**src/rtl/imem_ctrl.sv**
```systemverilog
// Instruction memory controller: arbitrates CPU fetches against host program loads.
// Fetch result 2 cycles after acceptance; loads stall the CPU and hold off fetches.
module imem_ctrl #(
    parameter int ADDR_W = 8,
    parameter int DATA_W = 32
) (
    input  logic              clk,
    input  logic              reset,
    input  logic              load_start,
    input  logic [ADDR_W-1:0] load_count,
    input  logic              load_valid,
    input  logic [DATA_W-1:0] load_data,
    output logic              load_ready,
    output logic              load_done,
    input  logic              fetch_req,
    input  logic [ADDR_W-1:0] fetch_addr,
    output logic              fetch_ready,
    output logic              fetch_valid,
    output logic [DATA_W-1:0] fetch_instr,
    output logic              cpu_run,
    output logic              mem_mode,
    output logic [ADDR_W-1:0] mem_address,
    output logic [DATA_W-1:0] mem_write_data,
    output logic              mem_write_enable,
    input  logic [DATA_W-1:0] mem_read_data
);

    typedef enum logic [1:0] {
        RUN        = 2'd0,
        FETCH_WAIT = 2'd1,
        LOAD       = 2'd2,
        LOAD_DONE  = 2'd3
    } state_t;

    localparam int CNT_W = ADDR_W + 1;

    state_t            state;
    logic              load_pending;
    logic [ADDR_W-1:0] count_q;
    logic [ADDR_W-1:0] ptr;
    logic [CNT_W-1:0]  remaining;

    logic [ADDR_W-1:0] start_src;
    logic [CNT_W-1:0]  start_cnt;

    // A fresh load_start wins over a previously captured count; zero encodes a full image.
    always_comb begin
        start_src = load_start ? load_count : count_q;
        start_cnt = (start_src == '0) ? {1'b1, {ADDR_W{1'b0}}} : {1'b0, start_src};
    end

    always_ff @(posedge clk) begin
        if (reset) begin
            state        <= RUN;
            load_pending <= 1'b0;
            count_q      <= '0;
            ptr          <= '0;
            remaining    <= '0;
            fetch_valid  <= 1'b0;
            fetch_instr  <= '0;
            load_done    <= 1'b0;
        end else begin
            fetch_valid <= 1'b0;
            load_done   <= 1'b0;
            case (state)
                RUN: begin
                    if (load_start) begin
                        count_q <= load_count;
                    end
                    if (load_start || load_pending) begin
                        state        <= LOAD;
                        load_pending <= 1'b0;
                        ptr          <= '0;
                        remaining    <= start_cnt;
                    end else if (fetch_req) begin
                        state <= FETCH_WAIT;
                    end
                end
                FETCH_WAIT: begin
                    fetch_instr <= mem_read_data;
                    fetch_valid <= 1'b1;
                    state       <= RUN;
                    if (load_start) begin
                        load_pending <= 1'b1;
                        count_q      <= load_count;
                    end
                end
                LOAD: begin
                    if (load_valid) begin
                        ptr       <= ptr + ADDR_W'(1);
                        remaining <= remaining - CNT_W'(1);
                        if (remaining == CNT_W'(1)) begin
                            state     <= LOAD_DONE;
                            load_done <= 1'b1;
                        end
                    end
                end
                LOAD_DONE: begin
                    state <= RUN;
                end
                default: begin
                    state <= RUN;
                end
            endcase
        end
    end

    always_comb begin
        mem_mode         = 1'b1;
        cpu_run          = 1'b0;
        load_ready       = 1'b0;
        fetch_ready      = 1'b0;
        mem_address      = fetch_addr;
        mem_write_data   = load_data;
        mem_write_enable = 1'b0;
        case (state)
            RUN: begin
                cpu_run     = 1'b1;
                fetch_ready = !(load_start || load_pending);
            end
            FETCH_WAIT: begin
                cpu_run = 1'b1;
            end
            LOAD: begin
                mem_mode         = 1'b0;
                load_ready       = 1'b1;
                mem_address      = ptr;
                mem_write_enable = load_valid;
            end
            default: begin
                mem_mode = 1'b1;
            end
        endcase
    end

endmodule

```
**config.mk**
```make
export PLATFORM = sky130hd
export DESIGN_NAME = imem_ctrl
export DESIGN_NICKNAME = d
export VERILOG_FILES = /design/src/rtl/imem_ctrl.sv
export SDC_FILE = /design/constraint.sdc
export NUM_CORES = 1
export LEC_CHECK = 0
export ABC_AREA = 1
export CAP_MARGIN = 25
export CORE_MARGIN = 10
export CORE_UTILIZATION = 41
export CTS_BUF_LIST = sky130_fd_sc_hd__clkbuf_4
export DETAILED_ROUTE_END_ITERATION = 6
export HOLD_SLACK_MARGIN = 0.1
export PLACE_DENSITY = 0.79
export SLEW_MARGIN = 10
export SYNTH_ARGS = -nofsm -noshare
export SYNTH_HDL_FRONTEND = slang
export SYNTH_SLANG_ARGS = --single-unit
```
**constraint.sdc**
```tcl
create_clock -name clk -period 1.8 [get_ports clk]
set_input_delay 0.54 -clock clk [delete_from_list [all_inputs] [get_ports clk]]
set_output_delay 0.54 -clock clk [all_outputs]
set_load 0.02 [all_outputs]
```
=== After elaboration in Yosys (flattened, before gate mapping) ===
Cells that the tools add are included.

* Reductions and logical operators: 12
* Add/subtract/negate cells: 2
* Bitwise logic cells: 2
* Muxes and demuxes: 24
* Equality and inequality tests: 9

{| class="wikitable"
|+ Operator list
! kind !! count
|-
| 8-bit 2-to-1 mux || 4
|-
| 9-bit 2-to-1 mux || 3
|-
| 9-bit one-hot mux with 2 select lines || 1
|-
| 8-bit one-hot mux with 2 select lines || 1
|-
| 9-bit by 1-bit == test with 1-bit output (second input constant) || 1
|-
| 1-bit 2-to-1 mux || 9
|-
| 3-bit AND reduction || 3
|-
| 9-bit by 1-bit subtractor with 9-bit output (second input constant) || 1
|-
| 8-bit by 1-bit adder with 8-bit output (second input constant) || 1
|-
| 8-bit logical NOT || 1
|-
| 2-bit 2-to-1 mux || 4
|-
| 2-bit inequality test (second input constant) || 4
|-
| 2-bit one-hot mux with 3 select lines || 1
|-
| 2-bit == test (second input constant) || 2
|-
| 2-bit nonzero test || 2
|-
| 2-bit OR reduction || 2
|-
| 3-bit inequality test (second input constant) || 1
|-
| 3-bit OR reduction || 1
|-
| 2-bit by 1-bit == test with 1-bit output (second input constant) || 1
|-
| 2-bit logical NOT || 1
|-
| 1-bit inverter || 2
|-
| 1-bit one-hot mux with 2 select lines || 1
|-
| 1-bit logical NOT || 1
|-
| 1-bit logical OR || 1
|}

* Word-level logic and storage cells: 57
* Flip-flop bits (word level): 62
* Bits of input ports: 85

=== Longest topological paths before layout ===
* Word-level depth: 5
* Mapped depth: 11

=== Worst setup path after synthesis ===
Ideal clock, no wire load.

* Kind: reg2out
* Start: reg state[1]
* End: out mem_address[2]
* Data arrival time: 1.471 ns
* Data required time: 1.260 ns
* Path slack: -0.211 ns
* Stages on the path, launching flop included: 7
* Cell sequence: dfxtp_1 inv_2 nor2_4 clkbuf_8 inv_4 buf_2 o21ai_0

* Word-level cells in the longest chain between the ends: 2

{| class="wikitable"
|+ Ends and longest elaborated chain
! item !! RTL line !! source
|-
| start, declared || 37 || <nowiki>state_t state;</nowiki>
|-
| start signal, assigned || 54 || <nowiki>state <= RUN;</nowiki>
|-
| start signal, assigned || 71 || <nowiki>state <= LOAD;</nowiki>
|-
| start signal, assigned || 76 || <nowiki>state <= FETCH_WAIT;</nowiki>
|-
| 2-bit == test || 116 || <nowiki>case (state)</nowiki>
|-
| 8-bit 2-to-1 mux || 116 ||
|-
| end, declared || 22 || <nowiki>output logic [ADDR_W-1:0] mem_address,</nowiki>
|}

No other way between the ends.

=== Worst setup path in the final report ===
* Start: reg state[1]
* End: out mem_address[7]

Same word-level chain as after synthesis.

==> key figures <==
GRT
  – Initial antenna violation count: 0
  – Largest net degree at the start of global routing: 37
  – Number of global-route vias before repair: between 3000 and 4000
  – Remaining Overflow, GRT: 0
  – Tot GR Track Use: between 15 and 20%
  – Global-route wire length before repair: roughly 15000 µm

Timing
  – RSZ-0062 raised after global routing: true
  – Max Clock Skew: 0.0148 ns
  – Period utilization: 109%
  – Final setup vio count: 10
  – Min Tclk post-route: around 2.0 ns
  – Fmax: about 510 MHz
  – Slew HR: slightly below 80%
  – Sum Neg Setup Slack: -1.22 ns
  – Final Hold Fails: 0
  – Hold Slack: approximately 0.46 ns
  – Worst Tran Pin Value: about 0.33 ns
  – Fin worst setup slack: -0.159 ns
  – Slew Viols, Final: 0

Clock tree
  – H-tree Lvls: 3
  – Clock-pin slew on the worst setup and hold paths: about 0.12 ns
  – Root buffer cell: clkbuf_4
  – Worst skew pair latency: about 0.41 ns
  – Cts hold-fix bufs: 0
  – Clock sinks: 62
  – CTS tree: done
  – CTS Buffer Depth: 2
  – CTS Buf Count: 9

Synthesis
  – Top cells by count, synth: nor2_1, nand2_1, dfxtp_1
  – Ys flop type: dfxtp_1
  – Post-synthesis sequential area ratio: between 30% and 40%
  – Synth top area share: between 30% and 40%
  – Async set or reset register ratio after synthesis: 0%
  – Synth Register Bits: 62
  – Yosys top cell by area: dfxtp_1
  – Post-synth net total: between 500 and 600
  – Avg Inst Size Synth: roughly 7 µm²
  – Post-synth EDFFs: 0
  – Synth top area cells: dfxtp_1, nor2_1, o21ai_0, nand2_1, buf_4
  – Cell variety after synth: 29
  – Syn. warnings: 0
  – Count leader, synth: nor2_1
  – Mapped cell area: ~3100 µm²
  – Post-synthesis cell count: 453

Place
  – Post-Place Setup Slack: -0.693 ns
  – Dpl hpwl: ~6700 µm
  – Gpl congestion: between 0.9 and 1
  – Placed cell areas: between 4000 and 5000 µm²
  – Port bufs: just under 100

Route
  – Post-DRT Antenna Nets: 0
  – Drt first pass iters: 4
  – Number of remaining DRC errors: 0
  – Via density: around 4.9
  – DRT iter0 DRCs: 161
  – Wire per inst: around 14 µm
  – WL final: a little over 9000 µm
  – Via count: roughly 3200

Critical path
  – CP Class: reg -> out
  – Req. time, crit path: 1.26 ns
  – CP Launch Type: flop
  – Critical path fanouts, max: 8
  – Crit path capture type: output port
  – Arr. time, crit path: ~1.4 ns

Outcome
  – Status: finished with violations
  – Failing checks: negative setup slack

Power
  – Leak: between 2 and 2.5 nW
  – Pwr Density: about 950 nW/µm²
  – Peak supply drop: around 0.56 mV

Floorplanning
  – # IOs: roughly 160
  – Core Area: 7330 µm²
  – Width of the die: 107 µm
  – Num rows: 31
  – Die area: 11500 µm²
  – Die Y: around 110 µm
  – Initial core utilization: between 40% and 50%

Cells and area
  – Layout cells sized above 1: approximately 17%
  – Final instance area: around 4400 µm²
  – Fin nets: between 600 and 700
  – P&R area growth vs syn: 40.4%
  – Inserted Diodes: 0

Hold path
  – Worst hold path type: reg -> reg

Job
  – Max cap viols: 0
==> cell type report <==
class / count / area, µm²
Clock buffer: 9 / 67.6
Clock inverter: 7 / 98.8
Fill cell: 664 / 2950
Inverter: 47 / 189
Multi-Input combinational cell: 292 / 1400
Sequential cell: 62 / 1240
Tap cell: 99 / 124
Timing Repair Buffer: 133 / 1250
Timing Repair inverter: 1 / 8.76
==> sequential cells by signal, summed over array words and instances (netlist names) <==
register	flops
ptr	8
fetch_valid	1
fetch_instr	32
count_q	8
load_pending	1
state	2
load_done	1
remaining	9
==> worst paths after layout <==
| check | slack, ns | end | start | depth (start not counted) |
|---|---|---|---|---|
| setup / recovery | -0.16 | mem_address[7] | state[1]$_SDFFE_PP0P_ | 6 |
| hold / removal | 0.46 | count_q[7]$_SDFFE_PP0P_ | count_q[7]$_SDFFE_PP0P_ | 2 |
| setup reg to reg | 0.15 | ptr[5]$_SDFFE_PP0P_ | state[1]$_SDFFE_PP0P_ | 11 |
| hold reg to reg | 0.46 | count_q[7]$_SDFFE_PP0P_ | count_q[7]$_SDFFE_PP0P_ | 2 |
==> worst max-delay path, stage by stage, from the launching register on <==
cell,delay (ns)
dfxtp_2,0.36
inv_2,0.05
nor2_4,0.10
buf_12,0.15
inv_8,0.05
o21ai_2,0.15
buf_6,0.14
==> where the power goes <==
group / total, mW / switching [mW] / internal, mW
registers: 1.64 / 0.104 / 1.54
logic: 1.41 / 0.801 / 0.609
clock network: 1.12 / 0.556 / 0.567
total: 4.17 / 1.46 / 2.71
==> placed cells by master, fill, tap and decap left out, types with 3 or more instances in the layout <==
master           Yosys  layout
a21oi_1             17      17
buf_4               34      31
buf_6                6      13
clkbuf_4             0       9
clkdlybuf4s50_1      0      51
clkinv_4             0       3
dfxtp_1             62      61
dlygate4sd2_1        0      34
ha_1                 3       3
inv_1               43      41
inv_2                2       4
nand2_1             75      69
nand2_2              3       6
nand2_4              1       3
nand3_1             15      15
nand4_1              6       6
nor2_1              98      96
o21ai_0             60      53
o21ai_1              1       3
o21ai_2              0       5
==> cells by family (layout without fill, tap and decap cells) <==
logic type / count (synthesis) / count (layout) / synth area share (%)
compound gates: 82 / 82 / 13.4
fa+ha+maj: 3 / 3 / 1.20
buf+inv: 99 / 197 / 18.1
xor+xnor: 2 / 2 / 0.562
simple gates: 205 / 205 / 26.9
flops: 62 / 62 / 39.8
==> per-layer routing <==
| layer | vias to the layer above | share of wire (%) | GRT usage [%] |
|---|---|---|---|
| met1 | 1449 | 40 | 16.4 |
| li1 | 1584 | - | - |
| met2 | 99 | 48 | 26.4 |
| met3 | 27 | 9.5 | 7.07 |
| met5 | - | 0 | 0 |
| met4 | 0 | 2.6 | 7.06 |
==> what timing repair did <==
action                     4_1_cts  5_1_grt
resized for setup              122       24
setup buffers                    5        1
setup endpoints to repair       47       14
pin swaps                        2        3
cloned                           1        0
==> through the flow <==
stage | cells | utilization (%) | power [mW]
2_1_floorplan | 453 | - | 2.54
3_3_place_gp | 628 | 55.7 | 2.99
3_5_place_dp | 628 | 55.7 | 3.03
4_1_cts | 650 | 58.7 | 4.16
5_1_grt | 650 | 59.8 | 4.43
6_report | 650 | 59.8 | 4.17
Power figures use the tool's default switching activity.
